[src/rtl/order_fifo_slave.sv]
// AXI4-Lite slave for the host order channel: stages four operands and commits
// {opcode, operands} into an order FIFO drained by the core controller.
module order_fifo_slave #(
    parameter int AXIL_DATA_WIDTH = 32,
    parameter int AXIL_ADDR_WIDTH = 8,
    parameter int FIFO_DEPTH      = 8
) (
    input  logic                       s00_axi_aclk,
    input  logic                       s00_axi_aresetn,
    input  logic [AXIL_ADDR_WIDTH-1:0] s00_axi_awaddr,
    input  logic                       s00_axi_awvalid,
    output logic                       s00_axi_awready,
    input  logic [AXIL_DATA_WIDTH-1:0] s00_axi_wdata,
    input  logic [3:0]                 s00_axi_wstrb,
    input  logic                       s00_axi_wvalid,
    output logic                       s00_axi_wready,
    output logic [1:0]                 s00_axi_bresp,
    output logic                       s00_axi_bvalid,
    input  logic                       s00_axi_bready,
    input  logic [AXIL_ADDR_WIDTH-1:0] s00_axi_araddr,
    input  logic                       s00_axi_arvalid,
    output logic                       s00_axi_arready,
    output logic [AXIL_DATA_WIDTH-1:0] s00_axi_rdata,
    output logic [1:0]                 s00_axi_rresp,
    output logic                       s00_axi_rvalid,
    input  logic                       s00_axi_rready,
    output logic [159:0]               order_data,
    output logic                       order_valid,
    input  logic                       order_ready
);

    localparam int PTR_W = $clog2(FIFO_DEPTH);
    localparam int CNT_W = $clog2(FIFO_DEPTH + 1);

    localparam logic [5:0] ADDR_DOORBELL = 6'h12;
    localparam logic [5:0] ADDR_SPACE    = 6'h13;
    localparam logic [5:0] ADDR_COUNT    = 6'h14;
    localparam logic [5:0] ADDR_STATUS   = 6'h15;

    localparam logic [1:0] RESP_OKAY   = 2'b00;
    localparam logic [1:0] RESP_SLVERR = 2'b10;

    logic                       wr_ready;
    logic [AXIL_DATA_WIDTH-1:0] op [4];
    logic [159:0]               mem [FIFO_DEPTH];
    logic [PTR_W-1:0]           wr_ptr;
    logic [PTR_W-1:0]           rd_ptr;
    logic [CNT_W-1:0]           count;
    logic                       overflow;
    logic [AXIL_DATA_WIDTH-1:0] rd_value;

    logic [5:0] wr_idx;
    logic [5:0] rd_idx;
    logic       wr_accept;
    logic       rd_accept;
    logic       full;
    logic       doorbell;
    logic       push;
    logic       pop;
    logic       unused_addr_bits;

    assign wr_idx    = s00_axi_awaddr[7:2];
    assign rd_idx    = s00_axi_araddr[7:2];
    assign wr_accept = wr_ready & s00_axi_awvalid & s00_axi_wvalid;
    assign rd_accept = s00_axi_arready & s00_axi_arvalid;
    assign full      = (count == CNT_W'(FIFO_DEPTH));
    assign doorbell  = wr_accept && (wr_idx == ADDR_DOORBELL);
    assign push      = doorbell && !full;
    assign pop       = order_valid && order_ready;

    assign unused_addr_bits = ^{s00_axi_awaddr[1:0], s00_axi_araddr[1:0]};

    assign s00_axi_awready = wr_ready;
    assign s00_axi_wready  = wr_ready;
    assign s00_axi_rresp   = RESP_OKAY;

    assign order_valid = (count != '0);
    assign order_data  = order_valid ? mem[rd_ptr] : '0;

    // AW and W are taken together, and only while no response is outstanding.
    always_ff @(posedge s00_axi_aclk or negedge s00_axi_aresetn) begin
        if (!s00_axi_aresetn) begin
            wr_ready       <= 1'b0;
            s00_axi_bvalid <= 1'b0;
            s00_axi_bresp  <= RESP_OKAY;
        end else begin
            // NOTE: sequential state uses non-blocking assignments so every
            // register samples pre-edge values regardless of statement order.
            wr_ready <= s00_axi_awvalid & s00_axi_wvalid & !s00_axi_bvalid & !wr_ready;
            if (wr_accept) begin
                s00_axi_bvalid <= 1'b1;
                s00_axi_bresp  <= (doorbell && full) ? RESP_SLVERR : RESP_OKAY;
            end else if (s00_axi_bvalid && s00_axi_bready) begin
                s00_axi_bvalid <= 1'b0;
            end
        end
    end

    always_ff @(posedge s00_axi_aclk or negedge s00_axi_aresetn) begin
        if (!s00_axi_aresetn) begin
            for (int i = 0; i < 4; i++) op[i] <= '0;
        end else if (wr_accept) begin
            for (int i = 0; i < 4; i++) begin
                if (wr_idx == 6'(i)) begin
                    for (int b = 0; b < 4; b++) begin
                        if (s00_axi_wstrb[b]) op[i][8*b +: 8] <= s00_axi_wdata[8*b +: 8];
                    end
                end
            end
        end
    end

    // NOTE: FIFO storage is deliberately not reset; order_data is gated by
    // order_valid so stale or unknown entries never reach the controller.
    always_ff @(posedge s00_axi_aclk) begin
        if (push) mem[wr_ptr] <= {s00_axi_wdata, op[3], op[2], op[1], op[0]};
    end

    always_ff @(posedge s00_axi_aclk or negedge s00_axi_aresetn) begin
        if (!s00_axi_aresetn) begin
            wr_ptr   <= '0;
            rd_ptr   <= '0;
            count    <= '0;
            overflow <= 1'b0;
        end else begin
            if (push) wr_ptr <= wr_ptr + PTR_W'(1);
            if (pop)  rd_ptr <= rd_ptr + PTR_W'(1);
            case ({push, pop})
                2'b10:   count <= count + CNT_W'(1);
                2'b01:   count <= count - CNT_W'(1);
                default: count <= count;
            endcase
            // Full is judged on the pre-edge count, so a same-cycle pop does not rescue the push.
            if (doorbell && full) begin
                overflow <= 1'b1;
            end else if (wr_accept && wr_idx == ADDR_STATUS && s00_axi_wstrb[0] && s00_axi_wdata[0]) begin
                overflow <= 1'b0;
            end
        end
    end

    always_comb begin
        // NOTE: default first so every path assigns rd_value and no latch is inferred.
        rd_value = '0;
        case (rd_idx)
            6'h00:       rd_value = op[0];
            6'h01:       rd_value = op[1];
            6'h02:       rd_value = op[2];
            6'h03:       rd_value = op[3];
            ADDR_SPACE:  rd_value = AXIL_DATA_WIDTH'(!full);
            ADDR_COUNT:  rd_value = AXIL_DATA_WIDTH'(count);
            ADDR_STATUS: rd_value = AXIL_DATA_WIDTH'(overflow);
            default:     rd_value = '0;
        endcase
    end

    always_ff @(posedge s00_axi_aclk or negedge s00_axi_aresetn) begin
        if (!s00_axi_aresetn) begin
            s00_axi_arready <= 1'b0;
            s00_axi_rvalid  <= 1'b0;
            s00_axi_rdata   <= '0;
        end else begin
            s00_axi_arready <= s00_axi_arvalid & !s00_axi_rvalid & !s00_axi_arready;
            if (rd_accept) begin
                s00_axi_rvalid <= 1'b1;
                s00_axi_rdata  <= rd_value;
            end else if (s00_axi_rvalid && s00_axi_rready) begin
                s00_axi_rvalid <= 1'b0;
            end
        end
    end

endmodule

[config.mk]
export PLATFORM = sky130hd
export DESIGN_NAME = order_fifo_slave
export DESIGN_NICKNAME = d
export VERILOG_FILES = /design/src/rtl/order_fifo_slave.sv
export SDC_FILE = /design/constraint.sdc
export NUM_CORES = 2
export LEC_CHECK = 0
export ABC_AREA = 0
export BUFFER_PORTS_ARGS = -buffer_cell sky130_fd_sc_hd__buf_2
export CAP_MARGIN = 20
export CORE_ASPECT_RATIO = 1.5
export CORE_MARGIN = 2
export CORE_UTILIZATION = 58
export CTS_BUF_LIST = sky130_fd_sc_hd__clkbuf_8
export DETAILED_ROUTE_END_ITERATION = 8
export HOLD_SLACK_MARGIN = 0.02
export PLACE_DENSITY = 0.76
export SLEW_MARGIN = 20
export SYNTH_ARGS = -nofsm -noshare
export SYNTH_HDL_FRONTEND = slang
export SYNTH_SLANG_ARGS = --single-unit
[constraint.sdc]
create_clock -name s00_axi_aclk -period 16.3 [get_ports s00_axi_aclk]
set_input_delay 0 -clock s00_axi_aclk [delete_from_list [all_inputs] [get_ports s00_axi_aclk]]
set_output_delay 0 -clock s00_axi_aclk [all_outputs]
set_load 0.01 [all_outputs]
## Word level (Yosys, flattened, before mapping)

Memory sizes are Yosys's and may differ from the RTL's.
Index checks and enable logic that the tools add are counted.

- Multiplexer cells: 12
- Reduce and logical (&&, ||, !) cells: 37
- Equality and inequality tests: 14
- Bitwise gates (word level): 8
- Add/sub/neg operators: 4

Operators by type and width:

| cell | count |
|---|---|
| $pmux W32 S7 | 1 |
| $mux W160 | 1 |
| $reduce_and A3 Y1 | 16 |
| $eq A6 B5 Y1 const B | 5 |
| $eq A6 B2 Y1 const B | 4 |
| $eq A6 B1 Y1 const B | 2 |
| $logic_not A6 Y1 | 2 |
| $logic_and A1 B1 Y1 | 9 |
| $and A1 B1 Y1 | 8 |
| $mux W1 | 8 |
| $pmux W4 S2 | 1 |
| $reduce_bool A2 Y1 | 4 |
| $add A3 B1 Y3 const B | 2 |
| $logic_not A1 Y1 | 5 |
| $add A4 B1 Y4 const B | 1 |
| $eq A4 B4 Y1 const B | 1 |
| $reduce_bool A4 Y1 | 1 |
| $sub A4 B1 Y4 const B | 1 |
| $eq A2 B1 Y1 const B | 1 |
| $eq A2 B2 Y1 const B | 1 |
| $mux W2 | 1 |

- Register bits after elaboration: 177
- RAM bits: 1,280
- Memories kept: 1
- Word-level logic and storage cells: 102
- Output and inout bits: 202

Memories:

| memory | words | bits a word | read ports | clocked after Yosys merged registers in | write ports | RTL line | RTL |
|---|---|---|---|---|---|---|---|
| mem | 8 | 160 | 1 | 0 | 1 | 45 | `logic [159:0] mem [FIFO_DEPTH];` |

## Logic depth before layout (Yosys ltp)

- Depth after elaboration: 7
- Depth in mapped cells: 13
- Depth with buffers taken out: 10

## Worst setup path after synthesis

OpenSTA, ideal clock, no wires.

- Kind: reg-to-reg
- Start: register count[1]
- End: memory mem[0][0] (enable)
- Cell stages (with the launch flop): 7
- Clock period less this slack: 13.129 ns
- Data arrival time: 12.254 ns
- Path buffers: 2
- Slack: 3.171 ns
- Cells stage by stage: dfrtp_1 clkbuf_1 nor4b_1 or4b_1 buf_2 nand2b_4 nor3_1

- Longest elaborated chain between the ends: 5

Ends and longest elaborated chain:

| item | RTL line | RTL |
|---|---|---|
| start: declaration | 48 | `logic [CNT_W-1:0] count;` |
| start signal: assignment | 129 | `2'b10: count <= count + CNT_W'(1);` |
| start signal: assignment | 130 | `2'b01: count <= count - CNT_W'(1);` |
| start signal: assignment | 131 | `default: count <= count;` |
| $eq A4 B4 Y1 | 66 | `assign full = (count == CNT_W'(FIFO_DEPTH));` |
| $logic_not A1 Y1 | 68 | `assign push = doorbell && !full;` |
| $logic_and A1 B1 Y1 | 68 |  |
| $mux W1 | 116 | `if (push) mem[wr_ptr] <= {s00_axi_wdata, op[3], op[2], op[1], op[0]};` |
| $mux W1 (not written as such) | 116 |  |
| end: declaration | 45 |  |

No other way between the ends.

## Worst setup path after layout

- Start: register rd_ptr[1]
- End: output order_data[75]

- Longest elaborated chain between the ends: 2

Ends and longest elaborated chain:

| item | RTL line | RTL |
|---|---|---|
| start: declaration | 47 | `logic [PTR_W-1:0] rd_ptr;` |
| start signal: assignment | 127 | `if (pop) rd_ptr <= rd_ptr + PTR_W'(1);` |
| $mem_v2 Z8 W160 | - |  |
| $mux W160 | 78 | `assign order_data = order_valid ? mem[rd_ptr] : '0;` |
| end: declaration | 27 | `output logic [159:0] order_data,` |

No other way between the ends.

==> summary.txt <==
max_slew headroom: 21.73%
Routed WL: 128400 um
combinational share of power: 23.1%
Starting Density: 58.53%
top cells by count, synth: edfxtp_1 (1280), mux4_2 (352), dfrtp_1 (176)
Pleak: 24.86 nW
post-synth top area share: 68.65%
post-route ant nets: 0
CTS tree: yes
Syn Area/Cell: 22.13 um^2
num ports: 262
clock share of power: 30.4%
area leader, netlist: edfxtp_1
critical path class: flip-flop to output pin
largest net degree at the start of global routing: 161
crit path launch type: flip-flop
crit end category: output pin
ys flop type: edfxtp_1
MaxCap Viol Count: 0
Synth area leaders: edfxtp_1 (69%), mux4_2 (14%), dfrtp_1 (7.9%), mux2i_1 (2.9%), mux2_2 (2.6%)
CTS Buffer Depth: 3
first-pass GRT wire length: 190100 um
layout cells sized above 1: 33.58%
Max Freq: 200.0 MHz
routed len/inst: 28.70 um
DRT Pass-1 Iters: 5
Post-CTS Setup Inserts: 0
Clk Latency, worst-skew pair: 890 ps
global route total overflow: 0
Core Region: 95650 um^2
CP required: 16300 ps
Final Power: 8.913 mW
vias in the first global route: 29300
Seq pwr share: 46.5%
maximum VDD drop: 0.0001244 V
multi-input logic area: 12660 um^2
Cell Area, Synth: 55990 um^2
R2R Setup Slk: 12020 ps
Die Span X: 257.7 um
Pins Over Slew Limit: 0
Net Switching: 2.541 mW
sw frac: 28.51%
met3 usage: 5.444%
die height: 384.5 um
most common cell in the netlist: edfxtp_1
met2 usage: 44.81%
GR peak layer: met2
Root Buffer: clkbuf_8
Clock transition at path regs: 60 ps
Rows: 139
RSZ-0062 raised after global routing: false
Die ar.: 99090 um^2
DRC: 0
EDFF count, synth: 1280
register area share after synthesis: 76.51%
Filler cells: 6118
worst min path class: input port to flip-flop
1st-iter DRT viols: 2674
Pint: 6.372 mW
Fin. Hold Viols: 0
Async SR Flop Fraction: 12.09%
CTS H-tree depth: 4
power density over the cells: 139.1 nW/um^2
Final nets: 3093
hpwl dp: 68840 um
Post-Layout Inst Area: 64080 um^2
TNS Setup: 0 ps
Slew @ Worst Pin: 1163 ps
M1 GR Usage: 35.24%
Num CTS Buffers: 196
cells after synthesis: 2530
vias per cell: 6.198
I/O Buffers: 254
via count: 27720
Netlist cell types: 49
yosys warns: 0
smallest hold slack: 128.2 ps
gr usage total: 26.56%
outcome: completed
Clock Sinks: 1456
Syn-to-layout area delta: 14.44%
placed inst area: 58760 um^2
Final setup viols: 0
WP data arrival: 5000 ps
final worst path period need: 5000 ps
clock skew: 38.00 ps
initial antenna violation count: 6
Final period util: 30.68%
Synth Register Bits: 1456
Reg area: 42850 um^2
crit path max fanout: 74
GPL Wtd Cong: 0.7667
## final cells by class
class                      instances  area share (%)
clock buffer                     212           4.553
timing repair buffer             429           4.741
clock inverter                   159           1.562
antenna                            3         0.01172
inverter                           5         0.02929
multi-input combinational        940           19.75
tap                             1269           2.478
sequential                      1456           66.87
## layer usage
layer | up-vias | wire length, um | part of all wire [%]
met5 | - | 13 | 0.010
met4 | 2 | 3198 | 2.5
met3 | 197 | 9404 | 7.3
met2 | 1200 | 66700 | 52
met1 | 14860 | 49070 | 38
li1 | 11460 | - | -
## worst max-delay path, cell delays in order, from the launching register on
cell	delay [ps]
dfrtp_4	970
buf_4	940
buf_4	980
mux4_2	390
mux2i_1	70
nor2_1	440
buf_2	230
## sequential cells by signal, summed over array words and instances, names as in the netlist
name             count
count                4
mem               1280
op                 128
overflow             1
rd_ptr               3
s00_axi_arready      1
s00_axi_awready      1
s00_axi_bresp        1
s00_axi_bvalid       1
s00_axi_rdata       32
s00_axi_rvalid       1
wr_ptr               3
## logic make-up after synthesis
group	Yosys count	share of synthesized area (%)
flops	1456	76.51
mux	643	19.65
simple gates	234	1.870
buf+inv	136	1.030
compound gates	46	0.6727
xor+xnor	9	0.1408
fa+ha+maj	5	0.1117
other cells	1	0.006697
## through the flow
stage	setup WS, ps	instances	util (%)
3_5_place_dp	11470	3966	61.43
6_report	11300	4473	66.99
3_3_place_gp	11500	3966	61.43
5_1_grt	11120	4472	66.99
2_1_floorplan	3171	2532	-
4_1_cts	11200	4467	66.91
## final timing paths
path,from,end,cells past startpoint
worst max-delay path,rd_ptr[1],order_data[75],6
max in group asynchronous,s00_axi_aresetn,rd_ptr[0],4
worst min-delay path,s00_axi_wdata[0],mem[3][128],2
min in group asynchronous,s00_axi_aresetn,op[52],4
worst min register to register,s00_axi_arready,s00_axi_arready,1
worst max register to register,count[1],mem[7][152],6
## timing repair
item | in CTS | in global routing
resized for setup | 0 | 0
endpoints found under the hold margin | 597 | 0
hold buffers | 130 | 0
## power by group through the flow
stage | logic [mW] | registers, mW | clock network (mW)
final | 2.05 | 4.15 | 2.71
after global routing | 2.20 | 4.15 | 2.91
after CTS | 2.08 | 4.15 | 2.76
after detailed placement | 2.05 | 4.23 | 0
after global placement | 2.03 | 4.22 | 0
after floorplan | 1.48 | 4.13 | 0
## cells in the final DEF (no fill, tap or decap), types with 7 or more instances in the layout
master	count
edfxtp_1	1280
mux4_2	352
buf_2	252
clkbuf_8	213
dfrtp_1	173
nor2_1	164
mux2i_1	160
mux2_2	130
dlygate4sd3_1	129
inv_1	79
buf_4	38
a22o_1	34
clkinv_1	34
clkinv_2	24
nand2_1	13
nor2_2	12
bufinv_16	11
xor2_1	7
Power figures use the tool's default switching activity.
